<file path="src/rtl/fan_temp_controller.sv">
// Fan controller: occupancy setpoint with hysteresis, ramp-limited proportional duty,
// period-aligned PWM and a staleness watchdog that forces full speed when samples stop.
module fan_temp_controller #(
    parameter int                 PWM_DIV         = 390,
    parameter logic signed [15:0] T_SET_OCC_Q15   = 16'sd14564,
    parameter logic signed [15:0] T_SET_UNOCC_Q15 = 16'sd16748,
    parameter logic signed [15:0] HYST_Q15        = 16'sd364,
    parameter int                 GAIN_SHIFT      = 3,
    parameter logic [7:0]         DUTY_MIN        = 8'd64,
    parameter logic [7:0]         RAMP_STEP       = 8'd16,
    parameter int                 STALE_TICKS     = 25_000_000
) (
    input  logic               clk,
    input  logic               rst,
    input  logic signed [15:0] temp_q15,
    input  logic               temp_vld,
    input  logic               occupied,
    output logic               fan_pwm,
    output logic               fan_on,
    output logic [7:0]         duty,
    output logic [1:0]         state,
    output logic               stale
);

    typedef enum logic [1:0] {
        ST_OFF      = 2'd0,
        ST_ON       = 2'd1,
        ST_FAILSAFE = 2'd2
    } state_t;

    localparam int CW = (STALE_TICKS > 1) ? $clog2(STALE_TICKS) : 1;
    localparam logic [CW-1:0] STALE_MAX = CW'(STALE_TICKS - 1);
    localparam int PW = (PWM_DIV > 1) ? $clog2(PWM_DIV) : 1;
    localparam logic [PW-1:0] PRE_MAX = PW'(PWM_DIV - 1);

    state_t           r_state;
    logic [7:0]       r_duty;
    logic             r_fan_on;
    logic             r_stale;
    logic [CW-1:0]    r_stale_cnt;
    logic [PW-1:0]    r_pre;
    logic [7:0]       r_step;
    logic [7:0]       r_latch;
    logic             r_pwm;

    logic signed [15:0] w_sp;
    logic signed [16:0] w_temp17;
    logic signed [16:0] w_sp17;
    logic signed [16:0] w_err;
    logic signed [16:0] w_hi;
    logic signed [16:0] w_lo;
    logic [16:0]        w_err_pos;
    logic [17:0]        w_tgt_wide;
    logic [7:0]         w_tgt;
    logic [7:0]         w_ramp;
    logic               w_period_start;
    logic [7:0]         w_latch_nxt;

    // All setpoint arithmetic is widened to 17 bits so extreme codes cannot wrap.
    assign w_sp       = occupied ? T_SET_OCC_Q15 : T_SET_UNOCC_Q15;
    assign w_temp17   = {temp_q15[15], temp_q15};
    assign w_sp17     = {w_sp[15], w_sp};
    assign w_err      = w_temp17 - w_sp17;
    assign w_hi       = w_sp17 + {HYST_Q15[15], HYST_Q15};
    assign w_lo       = w_sp17 - {HYST_Q15[15], HYST_Q15};
    assign w_err_pos  = w_err[16] ? 17'd0 : w_err;
    assign w_tgt_wide = 18'(w_err_pos >> GAIN_SHIFT) + 18'(DUTY_MIN);
    assign w_tgt      = (w_tgt_wide > 18'd255) ? 8'hFF : w_tgt_wide[7:0];

    always_comb begin
        w_ramp = r_duty;
        if (r_duty < w_tgt) begin
            if ((w_tgt - r_duty) > RAMP_STEP) w_ramp = r_duty + RAMP_STEP;
            else                              w_ramp = w_tgt;
        end else if ((r_duty - w_tgt) > RAMP_STEP) begin
            w_ramp = r_duty - RAMP_STEP;
        end else begin
            w_ramp = w_tgt;
        end
        if (w_ramp < DUTY_MIN) w_ramp = DUTY_MIN;
    end

    // A sample always beats a coincident watchdog expiry.
    always_ff @(posedge clk) begin
        if (rst) begin
            r_state     <= ST_OFF;
            r_duty      <= 8'd0;
            r_fan_on    <= 1'b0;
            r_stale     <= 1'b0;
            r_stale_cnt <= '0;
        end else if (temp_vld) begin
            r_stale_cnt <= '0;
            r_stale     <= 1'b0;
            case (r_state)
                ST_OFF: begin
                    if (w_temp17 >= w_hi) begin
                        r_state  <= ST_ON;
                        r_duty   <= DUTY_MIN;
                        r_fan_on <= 1'b1;
                    end else begin
                        r_state  <= ST_OFF;
                        r_duty   <= 8'd0;
                        r_fan_on <= 1'b0;
                    end
                end
                ST_ON, ST_FAILSAFE: begin
                    if (w_temp17 < w_lo) begin
                        r_state  <= ST_OFF;
                        r_duty   <= 8'd0;
                        r_fan_on <= 1'b0;
                    end else begin
                        r_state  <= ST_ON;
                        r_duty   <= w_ramp;
                        r_fan_on <= 1'b1;
                    end
                end
                default: begin
                    r_state  <= ST_OFF;
                    r_duty   <= 8'd0;
                    r_fan_on <= 1'b0;
                end
            endcase
        end else if (r_stale_cnt != STALE_MAX) begin
            r_stale_cnt <= r_stale_cnt + CW'(1);
        end else if (r_state != ST_FAILSAFE) begin
            r_state  <= ST_FAILSAFE;
            r_duty   <= 8'hFF;
            r_fan_on <= 1'b1;
            r_stale  <= 1'b1;
        end
    end

    // Duty is only picked up at the start of a period so no period is cut short or stretched.
    assign w_period_start = (r_pre == '0) && (r_step == 8'd0);
    assign w_latch_nxt    = w_period_start ? r_duty : r_latch;

    always_ff @(posedge clk) begin
        if (rst) begin
            r_pre   <= '0;
            r_step  <= 8'd0;
            r_latch <= 8'd0;
            r_pwm   <= 1'b0;
        end else begin
            r_latch <= w_latch_nxt;
            r_pwm   <= (w_latch_nxt == 8'hFF) ? 1'b1 : (r_step < w_latch_nxt);
            if (r_pre == PRE_MAX) begin
                r_pre  <= '0;
                r_step <= r_step + 8'd1;
            end else begin
                r_pre <= r_pre + PW'(1);
            end
        end
    end

    assign fan_pwm = r_pwm;
    assign fan_on  = r_fan_on;
    assign duty    = r_duty;
    assign state   = r_state;
    assign stale   = r_stale;

endmodule

</file>
<file path="config.mk">
export PLATFORM = sky130hd
export DESIGN_NAME = fan_temp_controller
export DESIGN_NICKNAME = d
export VERILOG_FILES = /design/src/rtl/fan_temp_controller.sv
export SDC_FILE = /design/constraint.sdc
export NUM_CORES = 1
export LEC_CHECK = 0
export CORE_ASPECT_RATIO = 1.75
export CORE_MARGIN = 2
export CORE_UTILIZATION = 50
export CTS_CLUSTER_DIAMETER = 50
export DETAILED_ROUTE_END_ITERATION = 12
export GPL_TIMING_DRIVEN = 0
export HOLD_SLACK_MARGIN = 0.03
export PLACE_DENSITY = 0.69
export SLEW_MARGIN = 20
export SYNTH_ARGS = -nofsm -noshare
export SYNTH_HDL_FRONTEND = slang
export SYNTH_SLANG_ARGS = --single-unit
</file>
<file path="constraint.sdc">
create_clock -name clk -period 7.2 [get_ports clk]
set_clock_uncertainty 0.05 [all_clocks]
set_input_delay 0.72 -clock clk [delete_from_list [all_inputs] [get_ports clk]]
set_output_delay 0.72 -clock clk [all_outputs]
set_load 0.005 [all_outputs]
</file>
=== After elaboration in Yosys (flattened, before gate mapping) ===
Cells that the tools add are included.

* Flip-flop bits (word level): 63
* Output and inout bits: 13
* Word-level logic and storage cells: 73

* $add $sub $neg: 11
* Magnitude comparators: 8
* Equality and inequality tests: 7
* Multiplexer cells: 27
* Bitwise gates (word level): 1
* Reductions and logical operators: 10

{| class="wikitable"
|+ Operators with widths
! kind !! number
|-
| two-way mux 8 bit || 10
|-
| adder 25 x 1 -> 25 bit, second input constant || 1
|-
| inequality test 25 bit, second input constant || 1
|-
| >= comparator 16 x 17 -> 1 bit || 1
|-
| subtractor 16 x 16 -> 17 bit || 1
|-
| adder 15 x 9 -> 16 bit, second input constant || 1
|-
| > comparator 8 x 5 -> 1 bit, second input constant || 2
|-
| < comparator 16 bit || 1
|-
| < comparator 8 bit || 2
|-
| two-way mux 16 bit || 1
|-
| one-hot mux 8 bit (2 select lines) || 1
|-
| subtractor 15 x 9 -> 16 bit, second input constant || 1
|-
| subtractor 8 bit || 2
|-
| two-way mux 15 bit || 1
|-
| adder 13 x 7 -> 14 bit, second input constant || 1
|-
| > comparator 14 x 8 -> 1 bit, second input constant || 1
|-
| adder 9 x 1 -> 9 bit, second input constant || 1
|-
| == test 9 bit, second input constant || 1
|-
| logical NOT 9 bit || 1
|-
| adder 8 x 1 -> 8 bit, second input constant || 1
|-
| adder 8 x 5 -> 8 bit, second input constant || 1
|-
| == test 8 bit, second input constant || 1
|-
| logical NOT 8 bit || 1
|-
| < comparator 8 x 7 -> 1 bit, second input constant || 1
|-
| 15 further kinds || 28
|}

=== Logic depth before layout (Yosys ltp) ===
Gate-level depths: netlist of run 1.

* Word-level depth: 15
* Gate-level depth with buffers: 25

=== Worst setup path before layout of run 1 ===
No wires, ideal clock.

* Path type: input to register
* Start: input port occupied
* End: register r_duty[4], in the netlist duty[4]
* Setup time: 0.069 ns
* Arrival time: 5.798 ns
* Required time: 7.081 ns
* Slack: 1.284 ns
* Stages: 24
* Path buffers: 2
* Path through: inv_1 > ha_1 > nor4b_2 > o211a_1 > o21ai_0 > a21o_1 > clkbuf_1 > nor2_1 > ha_1 > o311ai_0 > a311oi_1 > o211ai_2 > nor2_1 > inv_1 > ha_1 > buf_6 > a21o_1 > or3_1 > o211a_1 > or2_4 > o32ai_4 > a21oi_2 > a2111o_1 > o21ai_1

* Word-level cells in the longest chain between the ends: 15
* Elaborated cells on any way between the ends: 21

{| class="wikitable"
|+ RTL lines
! item !! line !! source
|-
| start: declaration || 17 || <nowiki>input logic occupied,</nowiki>
|-
| two-way mux 15 bit (*) || 60 || <nowiki>assign w_sp = occupied ? T_SET_OCC_Q15 : T_SET_UNOCC_Q15;</nowiki>
|-
| subtractor 16 x 16 -> 17 bit || 63 || <nowiki>assign w_err = w_temp17 - w_sp17;</nowiki>
|-
| two-way mux 16 bit || 66 || <nowiki>assign w_err_pos = w_err[16] ? 17'd0 : w_err;</nowiki>
|-
| adder 13 x 7 -> 14 bit || 67 || <nowiki>assign w_tgt_wide = 18'(w_err_pos >> GAIN_SHIFT) + 18'(DUTY_MIN);</nowiki>
|-
| > comparator 14 x 8 -> 1 bit || 68 || <nowiki>assign w_tgt = (w_tgt_wide > 18'd255) ? 8'hFF : w_tgt_wide[7:0];</nowiki>
|-
| two-way mux 8 bit || 68 ||
|-
| subtractor 8 bit (on tied branches) || 75, 73 ||
|-
| > comparator 8 x 5 -> 1 bit (on tied branches) || 75, 73 ||
|-
| two-way mux 8 bit (on tied branches) || 75, 73 ||
|-
| two-way mux 8 bit || 72 || <nowiki>if (r_duty < w_tgt) begin</nowiki>
|-
| < comparator 8 x 7 -> 1 bit || 80 || <nowiki>if (w_ramp < DUTY_MIN) w_ramp = DUTY_MIN;</nowiki>
|-
| two-way mux 8 bit || 80 ||
|-
| two-way mux 8 bit (*) || 107 || <nowiki>if (w_temp17 < w_lo) begin</nowiki>
|-
| one-hot mux 8 bit (2 select lines) (*) || 94 || <nowiki>case (r_state)</nowiki>
|-
| two-way mux 8 bit (*) || 91 || <nowiki>end else if (temp_vld) begin</nowiki>
|-
| end signal: assignment || 113 || <nowiki>r_duty <= w_ramp;</nowiki>
|-
| end: declaration || 37 || <nowiki>logic [7:0] r_duty;</nowiki>
|}

Every way passes the cells marked *; elsewhere a longest branch is shown, timed or not.
A chain may end at the register's enable or synchronous reset.

=== Worst setup path in the final report of run 1 ===
* Start: input port temp_q15[2]
* End: register r_duty[0], in the netlist duty[0]

* Word-level cells in the longest chain between the ends: 14
* Elaborated cells on any way between the ends: 19

{| class="wikitable"
|+ RTL lines
! item !! line !! source
|-
| start: declaration || 15 || <nowiki>input logic signed [15:0] temp_q15,</nowiki>
|-
| subtractor 16 x 16 -> 17 bit || 63 ||
|-
| two-way mux 16 bit || 66 ||
|-
| adder 13 x 7 -> 14 bit || 67 ||
|-
| > comparator 14 x 8 -> 1 bit || 68 ||
|-
| two-way mux 8 bit || 68 ||
|-
| subtractor 8 bit (on tied branches) || 75, 73 ||
|-
| > comparator 8 x 5 -> 1 bit (on tied branches) || 75, 73 ||
|-
| two-way mux 8 bit (on tied branches) || 75, 73 ||
|-
| two-way mux 8 bit || 72 ||
|-
| < comparator 8 x 7 -> 1 bit || 80 ||
|-
| two-way mux 8 bit || 80 ||
|-
| two-way mux 8 bit (*) || 107 ||
|-
| one-hot mux 8 bit (2 select lines) (*) || 94 ||
|-
| two-way mux 8 bit (*) || 91 ||
|}

Marked as above.

==> impl_results.md, run 1 <==
- Area of the multi-input gates: 3283 µm²
- Final core occ: 0.6045
- Reg clk slew, reported paths: 50 ps
- Ant diodes: 0
- Arrival @ worst endpoint: 6840 ps
- Largest area contributor in the netlist: dfxtp_1
- Die span in y: 132.5 µm
- Slew Viols, Final: 0
- PwrDens: 196.6 nW/µm²
- R2R Path Start: duty[2]$_SDFFE_PP0P_
- H-tree depth: 3
- FF+latch count, synth: 63
- Max clock buf depth: 2
- Post-synth cell types: 69
- Layout net count: 699
- Initial DRC Count: 210
- Global-route wire length before repair: 18,740 µm
- Syn nets: 654
- Minimum clock period: 6672 ps
- Area grow syn2layout: 17.21%
- Clk sinks: 63
- Leakage: 2.243 nW
- Antenna Violating Nets Remaining: 0
- Critical setup path kind: input pin to flip-flop
- Port Buffer Count: 32
- Setup crit end kind: flip-flop
- Vias per cell: 5.770
- GRT Resource Usage Total: 0.2241
- Die Area: 10,260 µm²
- CTS Hold Bufs: 0
- Vias in the first global route: 4,298
- Max FO, Critical Path: 10
- Vias: 4,333
- Crit Reg-Reg Endpoint: duty[0]$_SDFFE_PP0P_
- Max Freq: 149.9 MHz
- Mapped cell area: 4720 µm²
- Hold Fails Final Rpt: 0
- Routability Congestion: 0.8906
- Clock root cell: clkbuf_16
- Slew HR: 0.5774
- Top FF cell, synth: dfxtp_1
- WL/cell: 15.17 µm
- Initial Utilization: 0.5157
- Mean post-synth cell area: 8.109 µm²
- Post-synth top cells: 87 x nor2_1, 63 x dfxtp_1, 51 x ha_1, 35 x inv_1, 33 x o21ai_0
- Initial DRT Pass Iterations: 4
- Yosys warns: 0
- FP Rows: 46
- Maximum vdd drop: 0.1813 mV
- Hold Path Class: flip-flop to flip-flop
- Period utilization: 0.9267
- Pre-CTS setup slack: -582.1 ps
- Startpoint types: input pin
- FFs w/ async S/R, synth: 0
- Hold Startpoint: r_stale_cnt[2]$_SDFFE_PP0P_
- Min setup slack post-route: 527.7 ps
- HPWL after detailed placement: 8941 µm
- Sequential cell area: 1261 µm²
- Initial antenna violation count: 0
- R2R depth: 12
- CTS tree: done
- CP Data Required Time: 7370 ps
- Num CTS Buffers: 9
- Routed WL: 11,390 µm
- RSZ-0062 raised after global routing: no
- Total core area: 9151 µm²
- Max cap viols: 0
- Register-to-register setup slack: 3950 ps
- Total power: 1.088 mW
- Synth top area share: 0.2672
- Largest net degree at the start of global routing: 12
- Sequential-to-total area share from yosys stat: 0.2672
- Most common cell in the netlist: nor2_1
- Cell count of the worst hold path: 1
- Hold Path End: r_stale_cnt[2]$_SDFFE_PP0P_
- Syn Inst Count: 582
- Layout fillers: 822
- Status: finished clean
- Worst-Margin Slew: 625.0 ps
- Top cells by area, synth: dfxtp_1 27%, ha_1 14%, nor2_1 6.9%, xor2_1 4.8%, o21ai_0 3.5%
- Final Setup Violations: 0
- Ratio of cells with drive above 1 in the final layout: 0.07924
- Die width: 77.44 µm
- Total congestion overflow: 0
- Post-synth EDFFs: 0
- DRC: 0
- I/O pins: 33
- Clock Latency Late Sink: 330 ps
routing by layer:
layer,part of all wire,vias to the layer above,track usage
met5,0,-,0
met1,0.38,2030,0.2191
li1,-,2170,-
met3,0.028,35,0.03547
met4,0.048,0,0.1250
met2,0.55,98,0.4333
cell families (layout without fill, tap and decap cells):
kind of cell               count (synthesis)  in the layout  share of synthesized area
and+or+nand+nor                          238            238                     0.2611
AOI/OAI and AO/OA                        129            129                     0.1975
DFF                                       63             63                     0.2672
adders and majority gates                 52             52                     0.1394
buffers and inverters                     52            101                    0.04401
xor gates and xnor gates                  43             43                    0.07980
muxes                                      5              5                    0.01087
worst max-delay path by stage:
| stage | from | to | slack [ps] |
|---|---|---|---|
| after floorplan | occupied | duty[4]$_SDFFE_PP0P_ | 1280 |
| after global placement | occupied | duty[0]$_SDFFE_PP0P_ | -480 |
| after detailed placement | occupied | duty[0]$_SDFFE_PP0P_ | -580 |
| after CTS | occupied | duty[5]$_SDFFE_PP0P_ | 70 |
| after global routing | temp_q15[2] | duty[6]$_SDFFE_PP0P_ | 50 |
| final | temp_q15[2] | duty[0]$_SDFFE_PP0P_ | 530 |
critical path, cell delays in order:
cell             delay, ps
clkdlybuf4s50_1        470
inv_1                   70
fa_1                   430
nand2b_1               230
o211a_1                210
o21ai_0                 90
a21o_1                 230
clkbuf_1               230
nor2_1                 200
ha_1                   210
o311ai_0               170
a311oi_2               410
o211ai_2               230
nor2_2                 260
inv_1                   60
ha_1                   260
buf_2                  180
and3b_1                220
or3_1                  350
a211oi_1               360
o32ai_2                200
o32ai_4                390
nand2_1                130
nand3_1                140
a31oi_2                190
o211a_1                200
registers in the layout (all words and copies together), names as in the netlist:
name         flops
r_step           8
r_stale_cnt     25
fan_on           1
state            2
stale            1
r_pre            9
fan_pwm          1
duty             8
r_latch          8
power by group:
part / switching (mW) / internal (mW)
clock network: 0.146 / 0.282
registers: 0.00791 / 0.357
logic: 0.169 / 0.125
total: 0.324 / 0.764
repair_timing:
item                                    in CTS  in global routing
resized for setup                            4                  4
buffers inserted                             0                  2
endpoints found under the setup margin       8                  8
area by class of cell:
cell class / instances / area share
clock inverters: 4 / 0.008143
clock buffers: 11 / 0.04569
multi-input cells: 467 / 0.5935
plain buffers: 17 / 0.01380
repair buffers: 34 / 0.05926
inverters: 35 / 0.02443
well taps: 120 / 0.02714
flip-flops and latches: 63 / 0.2280
placed cells by master (no fill, tap or decap), types with 9 or more instances in the layout:
cell / instances
nor2b_1: 13
a21oi_1: 23
o21ai_0: 33
nand4_1: 11
nor3_1: 11
xnor2_1: 17
dfxtp_1: 63
ha_1: 51
nand2_1: 28
inv_1: 34
clkbuf_16: 9
clkdlybuf4s50_1: 31
nor2_1: 86
clkbuf_1: 12
nand3_1: 21
xor2_1: 26
and3_1: 10
through the flow:
stage,TNS [ps],hold WS (ps),instances,area (µm²)
floorplan,0,394.7,582,4720
finish,0,433.5,751,5532
global placement,-3284,404.5,734,5190
CTS,0,429.3,749,5509
global route,0,443.7,751,5532
detailed placement,-4013,418.4,734,5190
Power figures use the tool's default switching activity.
==> inputs of run 2 (changes only) <==
ABC_AREA = 1   (was not set)
PLACE_DENSITY = 0.68   (was 0.69)
==> run 2 against run 1 <==
Hold slack worse by 20 ps; clock-buffer cell count did not move; die area rose by 5.9%; critical path depth grew 13; power about the same; first-iteration DRC count down 9.5%; sequential share of layout area decreased by 1.0 points; clock power rose by 3%; synthesized area up 6.2%; global-route usage up 0.12 points; largest power group unchanged; flip-flop and latch count unchanged.
==> impl_results.md, run 2 <==
- DRC: 0 (unchanged)
- Clock Latency Late Sink: 330 ps (about the same)
- Ratio of cells with drive above 1 in the final layout: 0.05615 (was 0.07924)
- CTS Hold Bufs: 0 (unchanged)
- Num CTS Buffers: 9 (unchanged)
- FFs w/ async S/R, synth: 0 (unchanged)
- Initial Utilization: 0.5118 (was 0.5157)
- Crit path largest cell delay: 590 ps (was 470 ps)
- Maximum vdd drop: 0.2198 mV (was 0.1813 mV)
- Yosys warns: 0 (unchanged)
- RSZ-0062 raised after global routing: no (unchanged)
- Worst-Margin Slew: 611.3 ps (was 625.0 ps)
- WL/cell: 12.17 µm (was 15.17 µm)
- Initial DRC Count: 190 (was 210)
- H-tree depth: 3 (unchanged)
- Total congestion overflow: 0 (unchanged)
- CTS tree: done (unchanged)
- R2R Path Start: duty[6]$_SDFFE_PP0P_ (was duty[2]$_SDFFE_PP0P_)
- Post-synth cell types: 40 (was 69)
- Die Area: 10,870 µm² (was 10,260 µm²)
- CP Data Required Time: 7370 ps (about the same)
- Mean post-synth cell area: 6.342 µm² (was 8.109 µm²)
- # Post-CTS Setup Buffers: 0 (unchanged)
- Final Setup Violations: 0 (unchanged)
- Worst hold slack: 413.5 ps (was 433.5 ps)
- Max FO, Critical Path: 11 (was 10)
- Hold Startpoint: r_pre[0]$_SDFF_PP0_ (was r_stale_cnt[2]$_SDFFE_PP0P_)
- Period utilization: 0.8665 (was 0.9267)
- Met1 GRT Util: 0.2402 (was 0.2191)
- Largest area contributor in the netlist: dfxtp_1 (unchanged)
- Post-Route Setup TNS: 0 ps (unchanged)
- Max reg flops: 25 (unchanged)
- Critical path's top delay family: simple AND/OR/NAND/NOR gates (was compound AO/OA/AOI/OAI gates)
- Minimum clock period: 6239 ps (was 6672 ps)
- Initial DRT Pass Iterations: 5 (was 4)
- M3 GR Usage: 0.04449 (was 0.03547)
- Clk sinks: 63 (unchanged)
- Clock root cell: clkbuf_16 (unchanged)
- Vias per cell: 5.223 (was 5.770)
- Most common cell in the netlist: nand2_1 (was nor2_1)
- Most frequent CP cell: nand2_1
- Critical setup path kind: input pin to flip-flop (unchanged)
- Total power: 1.089 mW (was 1.088 mW)
- Post-synth EDFFs: 0 (unchanged)
- Total core area: 9789 µm² (was 9151 µm²)
- HPWL after detailed placement: 9554 µm (was 8941 µm)
- Global-route wire length before repair: 19,850 µm (was 18,740 µm)
- Sequential-to-total area share from yosys stat: 0.2517 (was 0.2672)
- Setup crit end kind: flip-flop (unchanged)
- Ant diodes: 0 (unchanged)
- I/O pins: 33 (unchanged)
- Routed WL: 11,700 µm (was 11,390 µm)
- Commonest non-fill, non-tap cells in the layout: 187 x nand2_1, 129 x inv_1, 91 x nor2_1, 63 x dfxtp_1, 52 x a21oi_1 (was 86 x nor2_1, 63 x dfxtp_1, 51 x ha_1, 34 x inv_1, 33 x o21ai_0)
- Slew Viols, Final: 0 (unchanged)
- Hold Fails Final Rpt: 0 (unchanged)
- Largest net degree at the start of global routing: 12 (unchanged)
- Status: finished clean (unchanged)
- Slew HR: 0.5887 (was 0.5774)
- Vias in the first global route: 4,838 (was 4,298)
- Area grow syn2layout: 15.48% (was 17.21%)
- Most common cell after layout, fill and taps aside: nand2_1 (was nor2_1)
- Max cap viols: 0 (unchanged)
- Arrival @ worst endpoint: 6410 ps (was 6840 ps)
- Routability Congestion: 0.9298 (was 0.8906)
- Post-cts sizing count: 0 (was 4)
- Top FF cell, synth: dfxtp_1 (unchanged)
- Max Freq: 160.3 MHz (was 149.9 MHz)
- FP Rows: 48 (was 46)
- Reg clk slew, reported paths: 50 ps (about the same)
- Top cells by area, synth: dfxtp_1 25%, nand2_1 14%, ha_1 13%, inv_1 9.7%, nor2_1 6.8% (was dfxtp_1 27%, ha_1 14%, nor2_1 6.9%, xor2_1 4.8%, o21ai_0 3.5%)
- Crit Reg-Reg Endpoint: duty[3]$_SDFFE_PP0P_ (was duty[0]$_SDFFE_PP0P_)
- Antenna Violating Nets Remaining: 0 (unchanged)
- Vias: 5,025 (was 4,333)
- Hold Path Class: flip-flop to flip-flop (unchanged)
- Die span in y: 136.4 µm (was 132.5 µm)
- PwrDens: 188.1 nW/µm² (was 196.6 nW/µm²)
- Startpoint types: input pin (unchanged)
- Cell count of the worst hold path: 1 (unchanged)
- Register-to-register setup slack: 4000 ps (was 3950 ps)
- FF+latch count, synth: 63 (unchanged)
- Hold Path End: r_pre[0]$_SDFF_PP0_ (was r_stale_cnt[2]$_SDFFE_PP0P_)
- Min setup slack post-route: 961.5 ps (was 527.7 ps)
- Layout net count: 904 (was 699)
- Mapped cell area: 5010 µm² (was 4720 µm²)
- Post-synth top cells: 187 x nand2_1, 129 x inv_1, 91 x nor2_1, 63 x dfxtp_1, 52 x a21oi_1 (was 87 x nor2_1, 63 x dfxtp_1, 51 x ha_1, 35 x inv_1, 33 x o21ai_0)
- GRT Resource Usage Total: 0.2253 (was 0.2241)
- R2R depth: 21 (was 12)
- Initial antenna violation count: 0 (unchanged)
- Port Buffer Count: 31 (was 32)
- CP Buf/Inv Count: 6 (was 5)
- Biggest register: r_stale_cnt (unchanged)
- Syn Inst Count: 790 (was 582)
- Pre-CTS setup slack: 598.1 ps (was -582.1 ps)
- Leakage: 2.730 nW (was 2.243 nW)
- Synth top area share: 0.2517 (was 0.2672)
- Max clock buf depth: 2 (unchanged)
- Biggest regs: r_stale_cnt x25, r_pre x9 (unchanged)
- Syn nets: 862 (was 654)
- CP max stage cell: clkdlybuf4s50_1 (unchanged)
- GR Util met2: 0.4244 (was 0.4333)
- Die width: 79.67 µm (was 77.44 µm)
- Most used routing layer: met2 (unchanged)
-- run 2: metal layers --
layer  part of all wire  vias to the layer above
li1                   -                     2639
met2               0.52                       98
met1               0.42                     2261
met5                  0                        -
met3              0.031                       27
met4              0.028                        0
-- run 2: cell type report --
class	count	area, µm²
multi-input cells	580	3194
clock inverters	5	56.30
clock buffers	11	252.7
repair buffers	31	310.3
inverters	140	525.5
well taps	125	156.4
flip-flops and latches	63	1261
plain buffers	7	28.78
fillers	993	4004
-- run 2: logic make-up after synthesis --
| kind of cell | after synthesis | share of synthesized area |
|---|---|---|
| fa+ha+maj | 52 | 0.1314 |
| buf+inv | 147 | 0.1106 |
| xor+xnor | 7 | 0.01224 |
| simple gates | 397 | 0.3464 |
| mux | 7 | 0.01399 |
| flops | 63 | 0.2517 |
| compound gates | 117 | 0.1336 |
-- run 2: worst max path at each step --
stage                   from                   end  slack [ps]  cells past startpoint
floorplan           occupied  duty[0]$_SDFFE_PP0P_        2160                     38
global placement    occupied  duty[0]$_SDFFE_PP0P_         680                     37
detailed placement  occupied  duty[3]$_SDFFE_PP0P_         600                     39
CTS                 occupied  duty[0]$_SDFFE_PP0P_         950                     39
global route        occupied  duty[3]$_SDFFE_PP0P_         400                     39
finish              occupied  duty[3]$_SDFFE_PP0P_         960                     39
-- run 2: where the power goes --
group,total [mW],internal (mW),switching [mW]
sequential,0.364,0.357,0.00673
combinational,0.285,0.105,0.180
clock,0.440,0.286,0.154
-- run 2: metrics by stage --
step	instances	area, µm²	util
6_report	962	5786	0.5910
5_1_grt	962	5786	0.5910
4_1_cts	962	5786	0.5910
3_5_place_dp	946	5477	0.5594
3_3_place_gp	946	5477	0.5594
2_1_floorplan	790	5010	-
==> edit 1, RTL diff (settings of run 1) <==
Make the reset (`rst`) asynchronous in 2 clocked blocks.
--- a/src/rtl/fan_temp_controller.sv
+++ b/src/rtl/fan_temp_controller.sv
@@ -83,3 +83,3 @@
     // A sample always beats a coincident watchdog expiry.
-    always_ff @(posedge clk) begin
+    always_ff @(posedge clk or posedge rst) begin
         if (rst) begin
@@ -136,3 +136,3 @@
 
-    always_ff @(posedge clk) begin
+    always_ff @(posedge clk or posedge rst) begin
         if (rst) begin
Formal check against the unedited RTL: differs if rst is asserted again (counterexample within 4 cycles, from zero or initial values and one cycle with rst high); with rst held inactive, the same outputs for 4 cycles.
==> edit 1 against run 1 <==
- sequential power decreased by 2%
- setup slack worse by 0.13 ns
- global-route usage grew 0.33 points
- largest cell class unchanged
- via count shrank 2.7%
- synthesized cell count down 2.1%
- area after synthesis rose by 4.3%
- routed wire length is 0.44% lower
- core utilization grew 0.27 points
- total power down 2.8%
- design area increased by 4.6%
- sequential cell count is 1 lower
==> edit 1: results (changes against run 1) <==
r2r_start: "duty[4]"
cts_resized: 5  # +1
irDropWorstVdd_mv: 0.151  # -17%
total_via_count_after_detailed_routing: 4214  # -2.7%
power_combinational_uw: 270  # -8.2%
fillers: 865  # +5.2%
share_of_the_synthesized_netlist_area_taken_by_xor_and_xnor_gates_pct: 7.65  # -0.33 points
inverters: 43  # +23%
drt_iter0_markers: 191  # -9.0%
place.port_buffers: 31  # -3.1%
synth_nets: 642  # -1.8%
synth.distinct_cells: 70  # +1.4%
yosysSeqAreaShare_pct: 31.5  # +4.8 points
rows: 47  # +2.2%
multi_input_comb_area_sq_um: 3160  # -3.9%
critical-path-slowest-cell: "sky130_fd_sc_hd__or4b_1"
grt.met1_usage_pct: 22.5  # +0.58 points
drive_gt1_share_pct: 9.97  # +2.0 points
met3RoutedLength_um: 170  # -46%
drt-wirelength-per-cell_um: 15.2  # +0.50%
hold_path.startpoint: "r_latch[3]"
min_path_cells: 2  # +1
first_global_vias: 4422  # +2.9%
n_multi_input_combinational_cell: 450  # -3.6%
synth_fa_ha_area_share_pct: 13.4  # -0.57 points
globalRouteMet2Util_pct: 42.7  # -0.58 points
r2r_cells: 13  # +1
globalRouteMet3Util_pct: 2.60  # -0.95 points
cts_setup_buffers: 2  # +2
worst-endpoint-arrival_ns: 6.99  # +0.15 ns
grt_first_pass_wirelength_mm: 19.4  # +3.6%
synthTopCellsByArea: "sky130_fd_sc_hd__dfrtp_1 (32%), sky130_fd_sc_hd__ha_1 (13%), sky130_fd_sc_hd__nor2_1 (5.8%), sky130_fd_sc_hd__xor2_1 (4.4%), sky130_fd_sc_hd__a21oi_1 (3.4%)"
place_worst_setup_slack_ns: -0.787  # -0.205 ns
numPlacedInstances: 724  # -1.4%
detailedPlacementHpwl_mm: 8.86  # -0.90%
tightestPinTransition_ns: 0.607  # -0.0181 ns
clockNetworkAreaShare_pct: 5.21  # -0.17 points
pin_count_of_the_biggest_net_entering_global_routing: 36  # +24
hold-worst-slack_ns: 0.439  # +0.00532 ns
power.leakage_uw: 0.00256  # +14%
grt_usage_pct: 22.7  # +0.33 points
run_status: "completed"
placedInstanceArea_sq_um: 5410  # +4.2%
detailed_routing_wirelength_on_met1_mm: 4.34  # +0.67%
finish.utilization_pct: 60.7  # +0.27 points
met2RoutedLength_mm: 6.28  # +1.0%
flop_to_flop_setup_slack_ns: 3.81  # -0.14 ns
post-route-worst-setup-slack_ns: 0.402  # -0.125 ns
r2r-end: "duty[1]"
detailedRoute.firstPassIterationCount: 5  # +1
clockNetworkPower_uw: 428  # about the same
edit 1: cell count changes in the layout (fill, tap and decap cells not counted), moves of 5 or more:
| cell | before | now |
|---|---|---|
| sky130_fd_sc_hd__a21oi_1 | 23 | 31 |
| sky130_fd_sc_hd__buf_4 | 1 | 6 |
| sky130_fd_sc_hd__clkbuf_1 | 12 | 7 |
| sky130_fd_sc_hd__dfrtp_1 | 0 | 62 |
| sky130_fd_sc_hd__dfxtp_1 | 63 | 0 |
| sky130_fd_sc_hd__inv_1 | 34 | 41 |
| sky130_fd_sc_hd__nand2_1 | 28 | 34 |
| sky130_fd_sc_hd__nand2b_1 | 7 | 17 |
| sky130_fd_sc_hd__nor2_1 | 86 | 75 |
| sky130_fd_sc_hd__o211a_1 | 8 | 1 |
| sky130_fd_sc_hd__o21ai_0 | 33 | 27 |
| sky130_fd_sc_hd__o21ai_1 | 2 | 7 |
==> edit 2, RTL diff (config.mk and constraints of run 1) <==
Without the edit above. Change the parameter `PWM_DIV` from 390 to 780.
--- a/src/rtl/fan_temp_controller.sv
+++ b/src/rtl/fan_temp_controller.sv
@@ -3,3 +3,3 @@
 module fan_temp_controller #(
-    parameter int                 PWM_DIV         = 390,
+    parameter int                 PWM_DIV         = 780,
     parameter logic signed [15:0] T_SET_OCC_Q15   = 16'sd14564,
Formal check against the unedited RTL: same outputs for any inputs over 4 cycles, from zero or initial values and one cycle with rst high; that may be too few to reach the edited logic, so the function may still have changed.
==> edit 2 against run 1 <==
- synthesized cell count decreased by 0.69%
- sequential cell count increased by 1
- area after synthesis increased by 1.2%
- count of clock-buffer cells in the layout increased by 1
- routed wire length increased by 0.27%
- design area increased by 1.7%
- total power decreased by 2.9%
- setup slack got worse by 0.12 ns
- critical path depth increased by 1
- largest power group unchanged
==> edit 2: results (changes against run 1) <==
finalWeightedCongestion: 0.841  # -5.6%
route.detailed.vias_per_inst: 5.64  # -2.2%
numPlacedInstances: 732  # -0.27%
fin_nets: 700  # +0.14%
critical-path-slowest-cell: "sky130_fd_sc_hd__fa_1"
cts.root.buffer_cell: "sky130_fd_sc_hd__clkbuf_16"
synth.mux.area_fraction_pct: 2.36  # +1.3 points
slew_headroom_pct: 47.4  # -10 points
hold_path.startpoint: "r_pre[0]"
power_combinational_uw: 293  # about the same
flop_to_flop_setup_slack_ns: 3.55  # -0.40 ns
clockNetworkPower_uw: 393  # -8.4%
p_int_uw: 738  # -3.4%
run_status: "completed"
place_worst_setup_slack_ns: -0.795  # -0.213 ns
chipWidth_um: 77.9  # +0.56%
globalRouteMet2Util_pct: 43.1  # -0.23 points
r2r-end: "duty[3]"
synthTopCellsByArea: "sky130_fd_sc_hd__dfxtp_1 (27%), sky130_fd_sc_hd__ha_1 (13%), sky130_fd_sc_hd__xor2_1 (6.2%), sky130_fd_sc_hd__nor2_1 (6.1%), sky130_fd_sc_hd__inv_1 (3.0%)"
inverters: 39  # +11%
flow.area_growth_from_synthesis_pct: 17.8
worst-endpoint-arrival_ns: 6.98  # +0.14 ns
power.leakage_uw: 0.00220  # -1.9%
irDropWorstVdd_mv: 0.164  # -9.3%
met2RoutedLength_mm: 6.16  # -0.98%
drt_iter0_markers: 156  # -26%
share_of_the_synthesized_netlist_area_taken_by_xor_and_xnor_gates_pct: 9.17  # +1.2 points
share_of_the_final_layout_cell_area_in_multi_input_gates_pct: 59.1  # -0.30 points
globalRouteMet3Util_pct: 2.10  # -1.4 points
grt.met1_usage_pct: 23.5  # +1.6 points
buffers_excl_clock: 53  # +3.9%
detailed_routing_wirelength_on_met1_mm: 4.56  # +6.0%
nClkBuffers: 12  # +1
buf_share_pct: 7.92  # +0.61 points
yosysSeqAreaShare_pct: 26.8  # +0.11 points
synth.top_cells.by_count: "sky130_fd_sc_hd__nor2_1 (78), sky130_fd_sc_hd__dfxtp_1 (64), sky130_fd_sc_hd__ha_1 (50)"
synth_nets: 649  # -0.76%
layout_worst_path_cycle_share_pct: 94.4  # +1.7 points
met3RoutedLength_um: 245  # -22%
power.combinational.fraction_pct: 27.8  # +0.8 points
placedInstanceArea_sq_um: 5250  # +1.1%
grt_usage_pct: 22.6  # +0.21 points
first_global_vias: 4329  # +0.72%
detailedPlacementHpwl_mm: 8.85  # -1.1%
hold-path-endpoint: "r_pre[0]"
post_synth_inst_count: 578  # -0.69%
fillers: 861  # +4.7%
synth_compound_area_share_pct: 18.7  # -1.1 points
r2r_cells: 13  # +1
area_occupied_by_registers_sq_um: 1280  # +1.6%
synth.distinct_cells: 79  # +14%
register_bit_count_reported_by_yosys: 64  # +1.6%
r2r_start: "duty[4]"
-- edit 2: changes by cell type after synthesis, moves of 5 or more --
cell / delta
sky130_fd_sc_hd__a32oi_1: +5
sky130_fd_sc_hd__nor2_1: -9
sky130_fd_sc_hd__xor2_1: +8
sky130_fd_sc_hd__and2_1: -5
sky130_fd_sc_hd__o21ai_0: -8
sky130_fd_sc_hd__o211a_1: -8
sky130_fd_sc_hd__mux2i_1: +5
sky130_fd_sc_hd__nand2_1: +9
-- edit 2: worst max path at each step --
| stage | cells past startpoint | start | endpoint |
|---|---|---|---|
| global placement | 26 | occupied | duty[0] |
| floorplan | 25 | occupied | duty[3] |
| CTS | 26 | occupied | duty[6] |
| finish | 27 | temp_q15[2] | duty[3] |
| detailed placement | 26 | occupied | duty[3] |
| global route | 27 | temp_q15[2] | duty[5] |
-- edit 2: what timing repair did --
item	CTS	global route
buffers inserted	4	4
pin swaps	3	3
endpoints found under the setup margin	8	8
resized for setup	8	7
